===== config.mk =====
export PLATFORM = sky130hd
export DESIGN_NAME = pipe_stage_skid
export DESIGN_NICKNAME = d
export VERILOG_FILES = /design/src/rtl/pipe_stage_skid.sv
export SDC_FILE = /design/constraint.sdc
export NUM_CORES = 1
export LEC_CHECK = 0
export BUFFER_PORTS_ARGS = -buffer_cell sky130_fd_sc_hd__buf_2
export CAP_MARGIN = 20
export CORE_MARGIN = 10
export CORE_UTILIZATION = 50
export DETAILED_ROUTE_END_ITERATION = 6
export PLACE_DENSITY = 0.74
export SETUP_SLACK_MARGIN = 0.2
export SLEW_MARGIN = 20
export SYNTH_ARGS = -nofsm -noshare
export SYNTH_HDL_FRONTEND = slang
export SYNTH_SLANG_ARGS = --single-unit

===== constraint.sdc =====
create_clock -name clk -period 3.1 [get_ports clk]
set_input_delay 0.62 -clock clk [delete_from_list [all_inputs] [get_ports clk]]
set_output_delay 0.62 -clock clk [all_outputs]
set_load 0.03 [all_outputs]

===== src/rtl/pipe_stage_skid.sv =====
// Valid/ready pipeline stage: two-entry skid buffer with registered in_ready (SKID=1),
// or a single register with combinational in_ready (SKID=0). Tracks back-pressure cycles.
module pipe_stage_skid #(
  parameter int DATA_W         = 32,
  parameter int SKID           = 1,
  parameter int CLEAR_ON_FLUSH = 1,
  parameter int CNT_W          = 16
) (
  input  logic              clk,
  input  logic              reset,
  input  logic              flush,
  input  logic              in_valid,
  output logic              in_ready,
  input  logic [DATA_W-1:0] in_data,
  output logic              out_valid,
  input  logic              out_ready,
  output logic [DATA_W-1:0] out_data,
  output logic [1:0]        occupancy,
  output logic [CNT_W-1:0]  stall_cnt
);

  typedef enum logic [1:0] {
    ST_EMPTY = 2'd0,
    ST_ONE   = 2'd1,
    ST_FULL  = 2'd2
  } state_t;

  localparam logic [CNT_W-1:0]  CNT_MAX   = {CNT_W{1'b1}};
  localparam logic [DATA_W-1:0] DATA_ZERO = {DATA_W{1'b0}};

  state_t              state_r, state_s;
  logic [DATA_W-1:0]   main_r, main_s;
  logic [DATA_W-1:0]   skid_r, skid_s;
  logic                in_ready_r;
  logic [CNT_W-1:0]    stall_cnt_r;
  logic                out_valid_s;
  logic                in_xfer_s;
  logic                out_xfer_s;

  assign out_valid_s = (state_r != ST_EMPTY);
  // SKID=1 keeps out_ready off the in_ready path entirely.
  assign in_ready    = (SKID != 0) ? in_ready_r : (out_ready | ~out_valid_s);
  assign in_xfer_s   = in_valid & in_ready;
  assign out_xfer_s  = out_valid_s & out_ready;
  assign out_valid   = out_valid_s;
  assign out_data    = main_r;
  assign stall_cnt   = stall_cnt_r;

  // Next-state and payload steering.
  always_comb begin
    state_s = state_r;
    main_s  = main_r;
    skid_s  = skid_r;
    if (flush) begin
      state_s = ST_EMPTY;
      if (CLEAR_ON_FLUSH != 0) begin
        main_s = DATA_ZERO;
        skid_s = DATA_ZERO;
      end else begin
        main_s = main_r;
        skid_s = skid_r;
      end
    end else begin
      case (state_r)
        ST_EMPTY: begin
          if (in_xfer_s) begin
            state_s = ST_ONE;
            main_s  = in_data;
          end else begin
            state_s = ST_EMPTY;
          end
        end
        ST_ONE: begin
          if (in_xfer_s && out_xfer_s) begin
            main_s = in_data;
          end else if (in_xfer_s) begin
            // Unreachable with SKID=0: in_ready implies out_ready while valid.
            if (SKID != 0) begin
              state_s = ST_FULL;
              skid_s  = in_data;
            end else begin
              main_s = in_data;
            end
          end else if (out_xfer_s) begin
            state_s = ST_EMPTY;
            if (CLEAR_ON_FLUSH != 0) begin
              main_s = DATA_ZERO;
            end else begin
              main_s = main_r;
            end
          end else begin
            state_s = ST_ONE;
          end
        end
        ST_FULL: begin
          if (out_xfer_s) begin
            state_s = ST_ONE;
            main_s  = skid_r;
            if (CLEAR_ON_FLUSH != 0) begin
              skid_s = DATA_ZERO;
            end else begin
              skid_s = skid_r;
            end
          end else begin
            state_s = ST_FULL;
          end
        end
        default: begin
          state_s = ST_EMPTY;
          main_s  = DATA_ZERO;
          skid_s  = DATA_ZERO;
        end
      endcase
    end
  end

  // Occupancy decode from the state register.
  always_comb begin
    occupancy = 2'd0;
    case (state_r)
      ST_EMPTY: occupancy = 2'd0;
      ST_ONE:   occupancy = 2'd1;
      ST_FULL:  occupancy = 2'd2;
      default:  occupancy = 2'd0;
    endcase
  end

  // State, payload, registered in_ready and saturating stall counter.
  always_ff @(posedge clk) begin
    if (reset) begin
      state_r     <= ST_EMPTY;
      main_r      <= DATA_ZERO;
      skid_r      <= DATA_ZERO;
      in_ready_r  <= 1'b1;
      stall_cnt_r <= {CNT_W{1'b0}};
    end else begin
      state_r    <= state_s;
      main_r     <= main_s;
      skid_r     <= skid_s;
      in_ready_r <= (state_s != ST_FULL);
      if (!flush && out_valid_s && !out_ready && (stall_cnt_r != CNT_MAX)) begin
        stall_cnt_r <= stall_cnt_r + CNT_W'(1);
      end else begin
        stall_cnt_r <= stall_cnt_r;
      end
    end
  end

endmodule


==> metrics.yaml, run 1 <==
synth:
  ys_seq_elements: 83
  synthesis.area_mm2: 0.00404
  synthArstFlopShare_pct: 0
  synthCells: 448
  synth_cell_types: 47
  yosys_most_used_dff: "dfxtp_1"
  syn_avg_cell_area_um2: 9.01
  ys_seq_area_share_pct: 41.2
  ys_warn_count: 0
  synth_nets: 486
  synth_edf_count: 0
grt:
  grt_pass1_wl_um: 16500
  antenna_found_initial: 2
  first_global_vias: 3451
  grt_max_degree: 40
  grt-ovfl-total: 0
  track_usage_pct: 16.9
clocking:
  clk_path_buf_depth: 2
  clk-insertion-delay-late_ns: 0.36
  post_cts_buffers: 0
  numCtsBuffers: 9
  cts_root_buf: "clkbuf_8"
  tritoncts: "done"
  cts.repair.resized: 0
  clock-sinks: 83
  h-tree-depth: 3
  clkSlewWorstSetupHoldPaths_ns: 0.08
  hold_buffers: 0
placement:
  dp_hpwl_um: 7240
  postPlaceCellArea_mm2: 0.00449
  pre_cts_slack_ns: 0.716
  gp_congestion: 0.742
  port_buffers: 88
  dp_cells: 610
critical_path:
  worstPathArrival_ns: 1.87
  cp-start-kind: "flop"
  crit_chain: "nand2b_1 > inv_1 > buf_2"
  r2r_cells: 5
  cpMaxStageDelayCell: "dfxtp_1"
  required_ns: 2.48
  max_stage_delay_ns: 0.63
  cpLargestDelayFamily: "buffers and inverters"
  end_kind: "output port"
  crit_type: "flop to output port"
  cp_max_fo: 18
  path_buf_inv: 2
  rr_startpoint: "state_r[1]$_SDFF_PP0_"
  reg2reg_to: "out_data[23]$_SDFFE_PP0P_"
  r2r_slack_ns: 1.00
floorplanning:
  core_mm2: 0.00781
  die_y_um: 110
  row_count: 32
  die_area_mm2: 0.0121
  die_w_um: 110
  pin_count: 89
  start_util_pct: 51.7
outcome:
  status: "finished clean"
timing:
  skew_ns: 0.0107
  period_needed_ns: 2.49
  slew_headroom_pct: 50.8
  setup_violations: 0
  layout_setup_ws_ns: 0.608
  holdWs_ns: 0.451
  rsz0062_at_grt: "no"
  timing.setup.tns_ns: 0
  finalHoldViolations: 0
  fmax_ghz: 0.401
  post-route-period-util_pct: 80.4
  drv_slew: 0
  tightest_slew_ns: 0.738
pwr:
  total_power_mw: 2.27
  max-vdd-ir-drop_mv: 0.241
  power.leakage_nw: 1.95
  cellPowerDensity_mw_per_mm2: 482
route:
  first_iter_violations: 177
  routed_wl_um: 10400
  detail-route-antenna-nets: 0
  avgRoutedWirePerCell_um: 16.6
  first_pass_iters: 4
  drc_errors: 0
  via_per_inst: 5.61
  vias: 3514
cells_and_area:
  final_layout_size_suffix_gt1_share_pct: 25.2
  multi_input_area_mm2: 0.00215
  nNetsFinal: 557
  antenna_cells: 0
  regArea_mm2: 0.00166
  final_cells: 626
  final_util_pct: 60.4
  fill_cells: 722
  fin_area_mm2: 0.00471
  syn2layout_area_growth_pct: 16.7
worst_hold_path:
  hp-start: "out_data[24]$_SDFFE_PP0P_"
  min_to: "out_data[24]$_SDFFE_PP0P_"
  min-delay-path-class: "flop to flop"
  min_path_cells: 2
job:
  cap_violations: 0
==> synthesized netlist by cell type, types with 3 or more instances <==
library cell / n / share of area [%]
buf_6: 4 / 1.1
a22oi_1: 32 / 6.0
mux2i_1: 34 / 8.4
nor3_1: 3 / 0.37
buf_4: 4 / 0.74
o31ai_1: 3 / 0.56
inv_1: 6 / 0.56
buf_2: 13 / 1.6
a2bb2oi_1: 32 / 6.9
a21oi_1: 37 / 4.6
nand3_1: 6 / 0.74
and2_1: 33 / 5.1
nand2b_1: 4 / 0.62
nor4_1: 7 / 1.1
nor2b_1: 8 / 1.2
nand2_1: 38 / 3.5
nor2_1: 42 / 3.9
or4_1: 3 / 0.56
dfxtp_1: 83 / 41
mux2_2: 5 / 1.4
clkbuf_1: 17 / 1.6
==> state kept, by name (all words and copies together) (netlist names) <==
name / count
out_data: 32
skid_r: 32
stall_cnt: 16
state_r: 2
in_ready: 1
==> worst max path at each step <==
stage / startpoint / endpoint / slack [ns] / cells past startpoint
after floorplan: stall_cnt[0]$_SDFFE_PP0P_ / stall_cnt[14]$_SDFFE_PP0P_ / 1.12 / 5
after detailed placement: in_valid / out_data[23]$_SDFFE_PP0P_ / 0.72 / 6
final: state_r[0]$_SDFF_PP0_ / occupancy[0] / 0.61 / 3
after CTS: state_r[0]$_SDFF_PP0_ / occupancy[0] / 0.58 / 3
after global routing: state_r[0]$_SDFF_PP0_ / occupancy[0] / 0.47 / 3
after global placement: in_valid / out_data[30]$_SDFFE_PP0P_ / 0.82 / 6
==> metal layers <==
layer | GRT usage, % | routed length, um | vias to the layer above
met3 | 4.33 | 694 | 9
li1 | - | - | 1755
met2 | 28.2 | 5120 | 76
met1 | 20.4 | 4450 | 1672
met4 | 6.51 | 112 | 2
met5 | 0 | 7 | -
==> cell type report <==
type | instances | area share, %
clock buffers | 9 | 2.63
flip-flops and latches | 83 | 35.3
inverters | 6 | 0.478
repair buffers | 98 | 11.2
clock inverters | 7 | 2.10
well taps | 102 | 2.71
multi-input cells | 321 | 45.6
==> worst register-to-register path, delay by kind of cell (launching register included) <==
family	cells	cell delay [ns]
AOI/OAI and AO/OA	2	0.27
buffers and inverters	1	0.37
DFF	1	0.36
and+or+nand+nor	2	1.03
==> kinds of logic (layout without fill, tap and decap cells) <==
logic type	count (synthesis)	in the layout	share of synthesized area (%)
buffers and inverters	44	120	5.61
AOI/OAI and AO/OA	116	116	20.8
DFF	83	83	41.2
muxes	41	41	10.5
adders and majority gates	1	1	0.310
and+or+nand+nor	163	163	21.6
==> where the power goes <==
group	internal [mW]	switching [mW]	leakage, nW
combinational	0.118	0.178	1.17
clock	0.459	0.415	0.110
sequential	1.09	0.0134	0.672
==> cell usage in the layout (no fill, tap or decap), types with 2 or more instances in the layout <==
cell type	n
a2bb2oi_1	32
nor3_1	3
nor4_1	7
clkbuf_8	9
mux2i_1	34
a211oi_1	2
nand2_1	38
nand3_1	6
or3_1	2
o21ai_0	2
and4_1	2
a21oi_1	37
and3b_1	2
and2_1	34
dfxtp_1	83
nor2_1	42
or4_1	3
nand4_1	2
nand2b_1	4
o31ai_1	3
bufinv_16	2
nor2b_1	8
mux2_2	5
inv_1	6
buf_2	88
inv_6	2
buf_4	9
or2_2	2
a22oi_1	32
Note: power is estimated with default switching activity, not from simulation.
==> run 2, diff against run 1 <==
--- a/config.mk
+++ b/config.mk
@@ -8,9 +8,9 @@
 export BUFFER_PORTS_ARGS = -buffer_cell sky130_fd_sc_hd__buf_2
 export CAP_MARGIN = 20
 export CORE_MARGIN = 10
-export CORE_UTILIZATION = 50
+export CORE_UTILIZATION = 49
 export DETAILED_ROUTE_END_ITERATION = 6
-export PLACE_DENSITY = 0.74
+export PLACE_DENSITY = 0.76
 export SETUP_SLACK_MARGIN = 0.2
 export SLEW_MARGIN = 20
 export SYNTH_ARGS = -nofsm -noshare
==> constraint.sdc (replaced) <==
create_clock -name clk -period 2.2 [get_ports clk]
set_input_delay 0.44 -clock clk [delete_from_list [all_inputs] [get_ports clk]]
set_output_delay 0.44 -clock clk [all_outputs]
set_load 0.03 [all_outputs]
==> metrics.yaml, run 2 (synthesis gave the netlist of run 1 again) <==
critical_path:
  max_stage_delay_ns: 0.43  # -0.20 ns
  rr_startpoint: "stall_cnt[0]$_SDFFE_PP0P_"
  r2r_slack_ns: 0.33  # -0.67 ns
  cpLargestDelayFamily: "simple AND/OR/NAND/NOR gates"
  required_ns: 2.44  # -0.04 ns
  cpMaxStageDelayCell: "dfxtp_1"
  reg2reg_to: "stall_cnt[14]$_SDFFE_PP0P_"
  cp_max_fo: 10  # -8
  end_kind: "flop"
  worstPathArrival_ns: 2.11  # +0.24 ns
  cp-start-kind: "flop"
  crit_chain: "ha_1 > nand3_1 > nand3b_4 > nor4_1 > mux2_2"
  path_buf_inv: 0  # -2
  r2r_cells: 5  # unchanged
  crit_type: "flop to flop"
timing:
  rsz0062_at_grt: "no"
  finalHoldViolations: 0  # unchanged
  tightest_slew_ns: 0.584  # -0.154 ns
  setup_violations: 0  # unchanged
  period_needed_ns: 1.87
  timing.setup.tns_ns: 0  # unchanged
  slew_headroom_pct: 61.1  # +10 points
  holdWs_ns: 0.402  # -0.0485 ns
  fmax_ghz: 0.534
  skew_ns: 0.00939  # -0.00127 ns
  drv_slew: 0  # unchanged
  post-route-period-util_pct: 85.1
  layout_setup_ws_ns: 0.327  # -0.281 ns
floorplanning:
  die_area_mm2: 0.0123  # +1.7%
  die_w_um: 111  # +0.83%
  core_mm2: 0.00813  # +4.2%
  die_y_um: 111  # +0.83%
  row_count: 33  # +3.1%
  start_util_pct: 49.6  # -2.1 points
  pin_count: 89  # unchanged
placement:
  pre_cts_slack_ns: 0.0525  # -0.664 ns
  port_buffers: 88  # unchanged
  gp_congestion: 0.753  # +1.5%
  dp_hpwl_um: 6960  # -3.8%
route:
  detail-route-antenna-nets: 0  # unchanged
  first_iter_violations: 195  # +10%
  avgRoutedWirePerCell_um: 16.1  # -3.0%
  met1Wirelength_um: 4440  # -0.25%
  wl_met2_um: 5100  # -0.37%
  highest_layer: "met4"
  route.met3.wl_um: 580  # -16%
  via_per_inst: 5.57  # -0.70%
  first_pass_iters: 4  # unchanged
  routed_wl_um: 10200  # -1.7%
  drc_errors: 0  # unchanged
  vias: 3534  # +0.57%
cells_and_area:
  layout_commonest_cell: "buf_2"
  final_util_pct: 58.6  # -1.8 points
  final_layout_size_suffix_gt1_share_pct: 26.1  # +0.90 points
  final_cell_mix: "88 x buf_2, 83 x dfxtp_1, 42 x nor2_1"
  syn2layout_area_growth_pct: 18.0
  antenna_cells: 0  # unchanged
  nNetsFinal: 562  # +0.90%
clocking:
  h-tree-depth: 3  # unchanged
  clk_path_buf_depth: 2  # unchanged
  tritoncts: "done"
  cts_root_buf: "clkbuf_8"
  clkSlewWorstSetupHoldPaths_ns: 0.09  # about the same
  clk-insertion-delay-late_ns: 0.34  # -0.02 ns
  clock-sinks: 83  # unchanged
  hold_buffers: 0  # unchanged
  numCtsBuffers: 9  # unchanged
worst_hold_path:
  hp-start: "in_data[12]"
  min_to: "out_data[12]$_SDFFE_PP0P_"
  min_path_cells: 3  # +1
  min-delay-path-class: "input port to flop"
outcome:
  status: "finished clean"
grt:
  track_usage_pct: 15.8  # -1.1 points
  grt_pass1_wl_um: 16800  # +1.9%
  first_global_vias: 3529  # +2.3%
  grt-ovfl-total: 0  # unchanged
  antenna_found_initial: 0  # -2
  grt_max_degree: 36  # -10%
pwr:
  max-vdd-ir-drop_mv: 0.319  # +32%
  cellPowerDensity_mw_per_mm2: 671  # +39%
  power.leakage_nw: 1.97  # +1.2%
job:
  cap_violations: 0  # unchanged
[run 2: how the worst max path moves through the flow]
stage,end,cells past startpoint,from,slack [ns]
2_1_floorplan,stall_cnt[14]$_SDFFE_PP0P_,5,stall_cnt[0]$_SDFFE_PP0P_,0.22
3_3_place_gp,skid_r[11]$_SDFFE_PP0P_,5,out_ready,0.11
3_5_place_dp,skid_r[18]$_SDFFE_PP0P_,5,out_ready,0.05
4_1_cts,stall_cnt[14]$_SDFFE_PP0P_,5,stall_cnt[0]$_SDFFE_PP0P_,0.23
5_1_grt,stall_cnt[14]$_SDFFE_PP0P_,5,stall_cnt[0]$_SDFFE_PP0P_,0.21
6_report,stall_cnt[14]$_SDFFE_PP0P_,5,stall_cnt[0]$_SDFFE_PP0P_,0.33
[run 2: layer usage]
layer,up-vias,track usage [%]
li1,1759,-
met1,1685,18.3
met2,81,27.0
met3,9,4.71
met4,0,5.21
met5,-,0
[run 2: final cells by class]
class                           instances  area (um2)
Fill cell                             730        3370
Clock buffer                           10         138
Clock inverter                          6        88.8
Multi-Input combinational cell        321        2170
Timing Repair Buffer                  103         553
Tap cell                              105         131
Inverter                                6        26.3
Sequential cell                        83        1660
[run 2: per-stage QoR]
stage	total power, mW	std cells	area (um2)
final	3.20	634	4760
after detailed placement	2.00	617	4510
after floorplan	1.88	448	4040
after global routing	3.33	634	4760
after CTS	3.23	634	4750
after global placement	2.00	617	4510
[run 2: report_power, final]
group,switching [mW],internal (mW),total [mW]
Combinational,0.254,0.170,0.424
Sequential,0.0153,1.53,1.55
Clock,0.557,0.670,1.23
Total,0.826,2.37,3.20
[run 2: timing repair]
| action | in CTS | in global routing |
|---|---|---|
| gates cloned | 0 | 0 |
| setup buffers | 1 | 0 |
| setup endpoints to repair | 1 | 5 |
| resized for setup | 1 | 2 |
[run 2: worst register-to-register path: cells and delay by family, from the launching register on]
kind                       cells  cell delay [ns]
DFF                            1             0.43
muxes                          1             0.37
and+or+nand+nor                3             0.75
adders and majority gates      1             0.23
==> run 3, diff against run 2 <==
--- a/config.mk
+++ b/config.mk
@@ -5,12 +5,11 @@
 export SDC_FILE = /design/constraint.sdc
 export NUM_CORES = 1
 export LEC_CHECK = 0
-export BUFFER_PORTS_ARGS = -buffer_cell sky130_fd_sc_hd__buf_2
 export CAP_MARGIN = 20
 export CORE_MARGIN = 10
-export CORE_UTILIZATION = 49
+export CORE_UTILIZATION = 50
 export DETAILED_ROUTE_END_ITERATION = 6
-export PLACE_DENSITY = 0.76
+export DONT_BUFFER_PORTS = 1
 export SETUP_SLACK_MARGIN = 0.2
 export SLEW_MARGIN = 20
 export SYNTH_ARGS = -nofsm -noshare
==> constraint.sdc (replaced) <==
create_clock -name clk -period 2.4 [get_ports clk]
set_input_delay 0.48 -clock clk [delete_from_list [all_inputs] [get_ports clk]]
set_output_delay 0.48 -clock clk [all_outputs]
set_load 0.03 [all_outputs]
==> metrics.yaml, run 3 (synthesis gave the netlist of run 1 again) <==
outcome:
  status: "finished clean"
critical_path:
  crit_chain: "nand3_1 > nand3b_2 > nor4_1 > mux2_2"
  end_kind: "flop"
  worstPathArrival_ns: 2.22  # +0.11 ns
  reg2reg_to: "stall_cnt[14]$_SDFFE_PP0P_"
  cp_max_fo: 10  # unchanged
  cpMaxStageDelayCell: "dfxtp_1"
  required_ns: 2.65  # +0.21 ns
  r2r_cells: 4  # -1
  rr_startpoint: "stall_cnt[3]$_SDFFE_PP0P_"
  cp-start-kind: "flop"
  max_stage_delay_ns: 0.56  # +0.13 ns
  r2r_slack_ns: 0.43  # +0.10 ns
  crit_type: "flop to flop"
grt:
  track_usage_pct: 16.7  # +0.94 points
  grt_pass1_wl_um: 16200  # -3.6%
  first_global_vias: 3126  # -11%
  use_met2_pct: 27.6  # +0.56 points
  grt-ovfl-total: 0  # unchanged
  antenna_found_initial: 0  # unchanged
  grt_max_degree: 37  # +2.8%
  grt-busiest-layer: "met2"
  use_met3_pct: 6.44  # +1.7 points
  grt_use_met1_pct: 19.9  # +1.6 points
cells_and_area:
  final_layout_size_suffix_gt1_share_pct: 12.9  # -13 points
  final_cells: 552  # -13%
  nNetsFinal: 483  # -14%
  final_util_pct: 56.1  # -2.5 points
  layout_commonest_cell: "dfxtp_1"
  antenna_cells: 0  # unchanged
  final_cell_mix: "83 x dfxtp_1, 42 x nor2_1, 38 x nand2_1"
  syn2layout_area_growth_pct: 8.43
timing:
  finalHoldViolations: 0  # unchanged
  layout_setup_ws_ns: 0.432  # +0.104 ns
  fmax_ghz: 0.508  # -4.9%
  timing.setup.tns_ns: 0  # unchanged
  period_needed_ns: 1.97  # +0.0956 ns
  tightest_slew_ns: 0.532  # -0.0516 ns
  post-route-period-util_pct: 82.0  # -3.1 points
  slew_headroom_pct: 64.5  # +3.4 points
  skew_ns: 0.0123  # +0.00295 ns
  drv_slew: 0  # unchanged
  rsz0062_at_grt: "no"
  setup_violations: 0  # unchanged
placement:
  dp_hpwl_um: 6770  # -2.8%
  port_buffers: 0  # -100%
  gp_congestion: 0.741  # -1.6%
  pre_cts_slack_ns: 0.440  # +0.388 ns
  dp_cells: 536  # -13%
floorplanning:
  die_area_mm2: 0.0121  # -1.6%
  start_util_pct: 51.7  # +2.1 points
  die_w_um: 110  # -0.82%
  row_count: 32  # -3.0%
  core_mm2: 0.00781  # -4.0%
  pin_count: 89  # unchanged
  die_y_um: 110  # -0.82%
route:
  first_pass_iters: 4  # unchanged
  avgRoutedWirePerCell_um: 18.1  # +12%
  routed_wl_um: 9990  # -2.1%
  vias: 3167  # -10%
  detail-route-antenna-nets: 0  # unchanged
  drc_errors: 0  # unchanged
  via_per_inst: 5.74  # +2.9%
  first_iter_violations: 107  # -45%
job:
  cap_violations: 0  # unchanged
worst_hold_path:
  min_to: "stall_cnt[3]$_SDFFE_PP0P_"
  min-delay-path-class: "input port to flop"
  min_path_cells: 1  # -2
  hp-start: "reset"
clocking:
  post_cts_buffers: 0  # -1
  h-tree-depth: 3  # unchanged
  tritoncts: "done"
  clock-sinks: 83  # unchanged
  cts.repair.resized: 0  # -1
  clk_path_buf_depth: 2  # unchanged
  clkSlewWorstSetupHoldPaths_ns: 0.08  # about the same
  cts_root_buf: "clkbuf_8"
  hold_buffers: 0  # unchanged
  numCtsBuffers: 9  # unchanged
  clk-insertion-delay-late_ns: 0.36  # +0.02 ns
pwr:
  cellPowerDensity_mw_per_mm2: 654  # -2.5%
  max-vdd-ir-drop_mv: 0.342  # +7.2%
  total_power_mw: 2.86  # -10%
  power.leakage_nw: 1.60  # -19%
==> run 3: cell count changes in the layout (fill, tap and decap cells not counted), sizes merged <==
cell / delta
inv: +3
clkbuf: -1
buf: -79
clkinvlp: -2
==> run 3: critical path: cells and delay by family (launching register included) <==
| family | cells | cell delay (ns) |
|---|---|---|
| muxes | 1 | 0.36 |
| DFF | 1 | 0.56 |
| and+or+nand+nor | 3 | 0.94 |
==> run 3: per-layer routing <==
metal / wire (um) / up-vias
met2: 4740 / 83
met1: 4170 / 1475
met4: 95 / 0
met3: 979 / 9
met5: 0 / -
li1: - / 1600
==> run 3: area by class of cell <==
cell class,instances,area (um2)
clock buffer,9,124
clock inverter,7,98.8
sequential,83,1660
fill,716,3430
inverter,6,22.5
tap,102,128
multi-input combinational,321,2150
timing repair buffer,24,193
==> run 3: worst max path at each step <==
stage / from / end / slack, ns / cells after the start
3_5_place_dp: stall_cnt[8]$_SDFFE_PP0P_ / stall_cnt[15]$_SDFFE_PP0P_ / 0.44 / 4
3_3_place_gp: stall_cnt[8]$_SDFFE_PP0P_ / stall_cnt[15]$_SDFFE_PP0P_ / 0.45 / 4
6_report: stall_cnt[3]$_SDFFE_PP0P_ / stall_cnt[14]$_SDFFE_PP0P_ / 0.43 / 4
2_1_floorplan: stall_cnt[0]$_SDFFE_PP0P_ / stall_cnt[14]$_SDFFE_PP0P_ / 0.42 / 5
5_1_grt: stall_cnt[3]$_SDFFE_PP0P_ / stall_cnt[14]$_SDFFE_PP0P_ / 0.27 / 4
4_1_cts: state_r[0]$_SDFF_PP0_ / occupancy[1] / 0.41 / 3
==> run 3: through the flow <==
| stage | hold WS [ns] | cell area [um2] |
|---|---|---|
| detailed placement | 0.480 | 4150 |
| CTS | 0.168 | 4380 |
| global placement | 0.473 | 4150 |
| global route | 0.153 | 4380 |
| finish | 0.190 | 4380 |
| floorplan | 0.461 | 4040 |
==> run 3: power breakdown <==
group | internal (mW) | total (mW) | leakage [nW] | switching (mW)
sequential | 1.40 | 1.47 | 0.672 | 0.0652
combinational | 0.120 | 0.265 | 0.822 | 0.145
clock | 0.593 | 1.13 | 0.110 | 0.537
total | 2.12 | 2.86 | 1.60 | 0.747
